### src/rtl/booth_mult_pkg.sv
// ============================================================
// Module  : booth_mult_pkg
// Brief   : Shared multdiv widths and Booth multiplier states.
// Revision: 1.0
// ============================================================
`default_nettype none

package booth_mult_pkg;
    localparam int MULT_WIDTH = 32;
    localparam int MULT_ITERS = 32;
    localparam int PROD_WIDTH = 65;

    typedef enum logic [1:0] {
        IDLE = 2'd0,
        BUSY = 2'd1,
        DONE = 2'd2
    } state_t;
endpackage

`default_nettype wire

### src/rtl/booth_step.sv
// ============================================================
// Module  : booth_step
// Brief   : One radix-2 Booth add/subtract and arithmetic shift.
// Revision: 1.0
// ============================================================
`default_nettype none

module booth_step
    import booth_mult_pkg::*;
(
    input  logic [PROD_WIDTH-1:0] p,
    input  logic [MULT_WIDTH-1:0] m,
    output logic [PROD_WIDTH-1:0] p_next
);

    logic [MULT_WIDTH:0] w_hi;
    logic [MULT_WIDTH:0] w_m;
    logic [MULT_WIDTH:0] w_sum;

    // 33-bit sum keeps M = 0x80000000 exact when negated.
    assign w_hi = {p[PROD_WIDTH-1], p[PROD_WIDTH-1:MULT_WIDTH+1]};
    assign w_m  = {m[MULT_WIDTH-1], m};

    always_comb begin
        w_sum = w_hi;
        case (p[1:0])
            2'b01:   w_sum = w_hi + w_m;
            2'b10:   w_sum = w_hi - w_m;
            default: w_sum = w_hi;
        endcase
    end

    assign p_next = {w_sum, p[MULT_WIDTH:1]};

endmodule

`default_nettype wire

### src/rtl/booth_mult.sv
// ============================================================
// Module  : booth_mult
// Brief   : Sequential 32x32 signed Booth multiplier with RDY strobe.
// Revision: 1.0
// ============================================================
`default_nettype none

module booth_mult
    import booth_mult_pkg::*;
(
    input  logic                  clk,
    input  logic                  reset,
    input  logic                  ctrl_MULT,
    input  logic [MULT_WIDTH-1:0] data_operandA,
    input  logic [MULT_WIDTH-1:0] data_operandB,
    output logic [MULT_WIDTH-1:0] data_result,
    output logic                  data_exception,
    output logic                  data_resultRDY
);

    localparam logic [5:0] c_LAST_CNT = 6'(MULT_ITERS - 1);

    state_t                  r_state;
    state_t                  w_state_next;
    logic [5:0]              r_cnt;
    logic [PROD_WIDTH-1:0]   r_p;
    logic [MULT_WIDTH-1:0]   r_m;
    logic [PROD_WIDTH-1:0]   w_p_next;
    logic                    w_load;
    logic                    w_step;
    logic [MULT_WIDTH-1:0]   r_result;
    logic                    r_exception;
    logic                    r_rdy;

    booth_step u_step (
        .p      (r_p),
        .m      (r_m),
        .p_next (w_p_next)
    );

    // A start in any state (re)loads; a start in BUSY abandons the current product.
    always_comb begin
        w_state_next = r_state;
        w_load       = 1'b0;
        w_step       = 1'b0;
        case (r_state)
            IDLE: begin
                if (ctrl_MULT) begin
                    w_load       = 1'b1;
                    w_state_next = BUSY;
                end
            end
            BUSY: begin
                if (ctrl_MULT) begin
                    w_load       = 1'b1;
                    w_state_next = BUSY;
                end else begin
                    w_step = 1'b1;
                    if (r_cnt == c_LAST_CNT) begin
                        w_state_next = DONE;
                    end
                end
            end
            DONE: begin
                if (ctrl_MULT) begin
                    w_load       = 1'b1;
                    w_state_next = BUSY;
                end else begin
                    w_state_next = IDLE;
                end
            end
            default: w_state_next = IDLE;
        endcase
    end

    always_ff @(posedge clk) begin
        if (reset) begin
            r_state     <= IDLE;
            r_cnt       <= 6'd0;
            r_p         <= '0;
            r_m         <= '0;
            r_result    <= '0;
            r_exception <= 1'b0;
            r_rdy       <= 1'b0;
        end else begin
            r_state <= w_state_next;
            r_rdy   <= (r_state == BUSY) && (w_state_next == DONE);
            if (w_load) begin
                r_m   <= data_operandA;
                r_p   <= {{MULT_WIDTH{1'b0}}, data_operandB, 1'b0};
                r_cnt <= 6'd0;
            end else if (w_step) begin
                r_p   <= w_p_next;
                r_cnt <= r_cnt + 6'd1;
            end
            // Result registers are only written on the final step and hold otherwise.
            if ((r_state == BUSY) && (w_state_next == DONE)) begin
                r_result    <= w_p_next[MULT_WIDTH:1];
                r_exception <= (w_p_next[PROD_WIDTH-1:MULT_WIDTH+1] != {MULT_WIDTH{w_p_next[MULT_WIDTH]}});
            end
        end
    end

    assign data_result    = r_result;
    assign data_exception = r_exception;
    assign data_resultRDY = r_rdy;

endmodule

`default_nettype wire

### config.mk
export PLATFORM = sky130hd
export DESIGN_NAME = booth_mult
export DESIGN_NICKNAME = d
export VERILOG_FILES = /design/src/rtl/booth_mult_pkg.sv /design/src/rtl/booth_step.sv /design/src/rtl/booth_mult.sv
export SDC_FILE = /design/constraint.sdc
export NUM_CORES = 1
export LEC_CHECK = 0
export ABC_AREA = 0
export CORE_UTILIZATION = 60
export CTS_CLUSTER_DIAMETER = 100
export DETAILED_ROUTE_END_ITERATION = 7
export PLACE_DENSITY = 0.85
export SLEW_MARGIN = 20
export SYNTH_ARGS = -nofsm -noshare
export SYNTH_HDL_FRONTEND = slang
export SYNTH_SLANG_ARGS = --single-unit
export TNS_END_PERCENT = 10
### constraint.sdc
create_clock -name clk -period 14.4 [get_ports clk]
set_clock_uncertainty 0.05 [all_clocks]
set_input_delay 2.16 -clock clk [delete_from_list [all_inputs] [get_ports clk]]
set_output_delay 2.16 -clock clk [all_outputs]
set_load 0.05 [all_outputs]
==> run metrics <==
Max Clock Freq=187.0 MHz; vias per cell=6.049; ys async rst share=0; EDFF count, synth=0; adder-cell area share of the yosys netlist=0.05679; clock buffer count from CTS=17; Critical Path RT=~15 ns; reg2reg end=data_exception$_SDFFE_PP0P_; Post-CTS Setup Bufs=0; Synth Cell Area=8064 µm²; final hold slack=0.4033 ns; WP data arrival=~5.6 ns; top cell type by total area after synthesis=dfxtp_1; Reg clk slew, reported paths=roughly 0.06 ns; total congestion overflow=0; I/O Pins=~100; # rows=41; final period utilization=0.3713; setup TNS=0 ns; drt wl/cell=16.54 µm; drt drc=0; die extent in y=117.9 µm; largest net degree at the start of global routing=slightly above 100; leakage power=3.592 nW; commonest non-fill, non-tap cell in the layout=nand2_1; Clock Sinks=139; routability cong.=0.9336; Slew headroom=0.3111; Fillers=938; Cells after Synth=1054; Max FO, Critical Path=9; Reg power frac=0.377; first-pass GRT wire length=35990 µm; Final Critical Period=approximately 5.3 ns; layout cells sized above 1=0.06189; reg-to-reg setup timing slack=9.05 ns; Syn. warnings=0; DPL Wire Length=14770 µm; CTS H-tree depth=4; worst skew pair latency=0.42 ns; Net Switching=0.3406 mW; Setup violations, final=0; mux contribution to synthesized area=0.02653; mean post-synth cell area=7.651 µm²; Critical path origin=r_m[2]$_SDFFE_PP0P_; Total Wirelength=21550 µm; critical path class=reg -> reg; Antenna diodes=0; Starting Density=0.6263; largest family of logic cells by synthesized area=simple AND/OR/NAND/NOR gates; hold_buf cts=0; post-CTS sizing=0; FF-to-FF path depth=21; most frequent cells in the layout=188 x nand2_1, 139 x dfxtp_1, 118 x nor2_1; Sw Ratio=0.3090; crit start category=flip-flop; number of global-route vias before repair=7504; library cells used by synthesis=between 70 and 80; CTS Buffer Depth=2; Initial DRC Count=between 600 and 700; drt pass-1 iters=7; Die W=117.9 µm; top_reg_cell synth=dfxtp_1; Compound-Gate Fraction of Synth Area=0.2158; final hold vios=0; Core ar.=12880 µm²; RSZ-0062 raised after global routing=no; ANT nets after route=0; FF-to-FF Start=r_m[2]$_SDFFE_PP0P_; Int Power=0.7617 mW; CP Capture Type=flip-flop; total number of vias=a little under 8000; top-area cell type share of the netlist area=0.3451; initial antenna violation count=0; total global-route track usage=0.3162; final slew viol count=0; top cells by area, synth=dfxtp_1 35%, nand2_1 8.8%, a21oi_1 7.3%; TritonCTS clock tree=done; Min-Delay Path Class=reg -> reg; Syn Nets=approximately 1200; CP Capture Point=data_exception$_SDFFE_PP0P_; Hold Crit Start=data_result[11]$_SDFFE_PP0P_; Max-Cap Viols=0; power per cell area=113.5 nW/µm²; outcome=complete, no violations; Seq/Total Area, Yosys=0.3451; Seq cells post-synth=139; maximum vdd drop=a little under 90 µV; post-synthesis simple-gate area fraction=0.2501; Synth Area in XOR/XNOR=0.06843; Comb pwr share=0.213; area delta synth->final=20.43%; full die area=13910 µm²; Worst Max-Slew Pin Slew=1.027 ns; clk root buf=clkbuf_16; Port Buffers=100; clock network fraction of total power=0.409; nets=1221
## how the worst min path moves through the flow
stage | endpoint | slack [ns] | cells past startpoint
detailed placement | data_result[21]$_SDFFE_PP0P_ | 0.40 | 2
finish | data_result[11]$_SDFFE_PP0P_ | 0.40 | 2
global placement | data_result[21]$_SDFFE_PP0P_ | 0.39 | 2
floorplan | r_p[0]$_SDFFE_PP0P_ | 0.39 | 2
global route | data_result[0]$_SDFFE_PP0P_ | 0.42 | 2
CTS | data_result[21]$_SDFFE_PP0P_ | 0.40 | 2
## final cells by class
class,instances,area [µm²],area share
multi-input cells,836,4995,0.5143
flip-flops and latches,139,2783,0.2865
repair buffers,107,1051,0.1082
clock buffers,18,429.2,0.04419
well taps,172,215.2,0.02216
clock inverters,14,175.2,0.01804
inverters,17,63.81,0.006570
## Yosys cell counts, types with 3 or more instances
cell type and number:
nand3_1 11, a21oi_1 117, or3_1 3, nor4_1 6, clkbuf_1 56, nor4b_1 5
o31ai_1 5, buf_1 3, a211oi_1 30, o21ai_0 31, mux2i_1 18, mux2_2 3
xnor2_1 45, a21o_1 10, nor2_1 118, nor3_1 53, nand4_1 9, o22ai_1 28
nor3b_1 5, o211ai_1 9, o21a_1 3, nand2b_1 6, and4_1 4, and3_1 4
o21ai_1 3, dfxtp_1 139, xor2_1 18, inv_1 16, and2_1 5, a31oi_1 8
nor2b_1 6, nand2_1 189, a211o_1 4, buf_2 3, ha_1 35
## power by group through the flow
stage / Clock [mW] / Combinational [mW] / Sequential, mW
floorplan: 0 / 0.172 / 0.419
global placement: 0 / 0.224 / 0.423
detailed placement: 0 / 0.229 / 0.424
CTS: 0.454 / 0.231 / 0.415
global route: 0.472 / 0.259 / 0.417
finish: 0.451 / 0.235 / 0.416
## routing by layer
metal	vias up	GRT usage	wire [µm]
li1	3851	-	-
met2	307	0.5224	10010
met5	-	0	0
met3	31	0.09205	1899
met1	3693	0.3975	9343
met4	0	0.09135	299
## state kept, by name (all words and copies together) (netlist names)
| register | cells |
|---|---|
| r_m | 32 |
| r_state | 2 |
| data_exception | 1 |
| data_result | 32 |
| data_resultRDY | 1 |
| r_p | 65 |
| r_cnt | 6 |
## critical path, stage by stage (launching register included)
cell       delay [ns]
dfxtp_1          0.37
nor3_1           0.25
and3_1           0.27
nor4b_1          0.70
nand2_1          0.10
nor2_1           0.24
nand2_1          0.09
nor2_1           0.23
a21oi_1          0.13
xnor2_1          0.14
ha_1             0.45
nand2_1          0.11
o211ai_1         0.24
a21o_1           0.16
a21o_1           0.14
a211oi_2         0.05
or3_1            0.33
a21oi_2          0.20
xor2_1           0.10
o31a_1           0.30
a2111oi_2        0.43
a211oi_2         0.12
## stage by stage
stage          power [mW]  area [µm²]  setup WS (ns)  utilization  cells
2_1_floorplan      0.5914        8064          9.869            -   1054
3_3_place_gp       0.6469        9101          9.071       0.7068   1271
3_5_place_dp       0.6523        9101          8.998       0.7068   1271
4_1_cts             1.101        9706          9.096       0.7538   1303
5_1_grt             1.148        9712          8.651       0.7543   1303
6_report            1.102        9712          9.054       0.7543   1303
## cells by family (layout without fill, tap and decap cells)
kind of cell	after synthesis	in the layout
DFF	139	139
AOI/OAI and AO/OA	274	274
buffers and inverters	79	156
muxes	21	21
and+or+nand+nor	442	442
xor gates and xnor gates	63	63
adders and majority gates	36	36
Note: power is estimated with default switching activity, not from simulation.
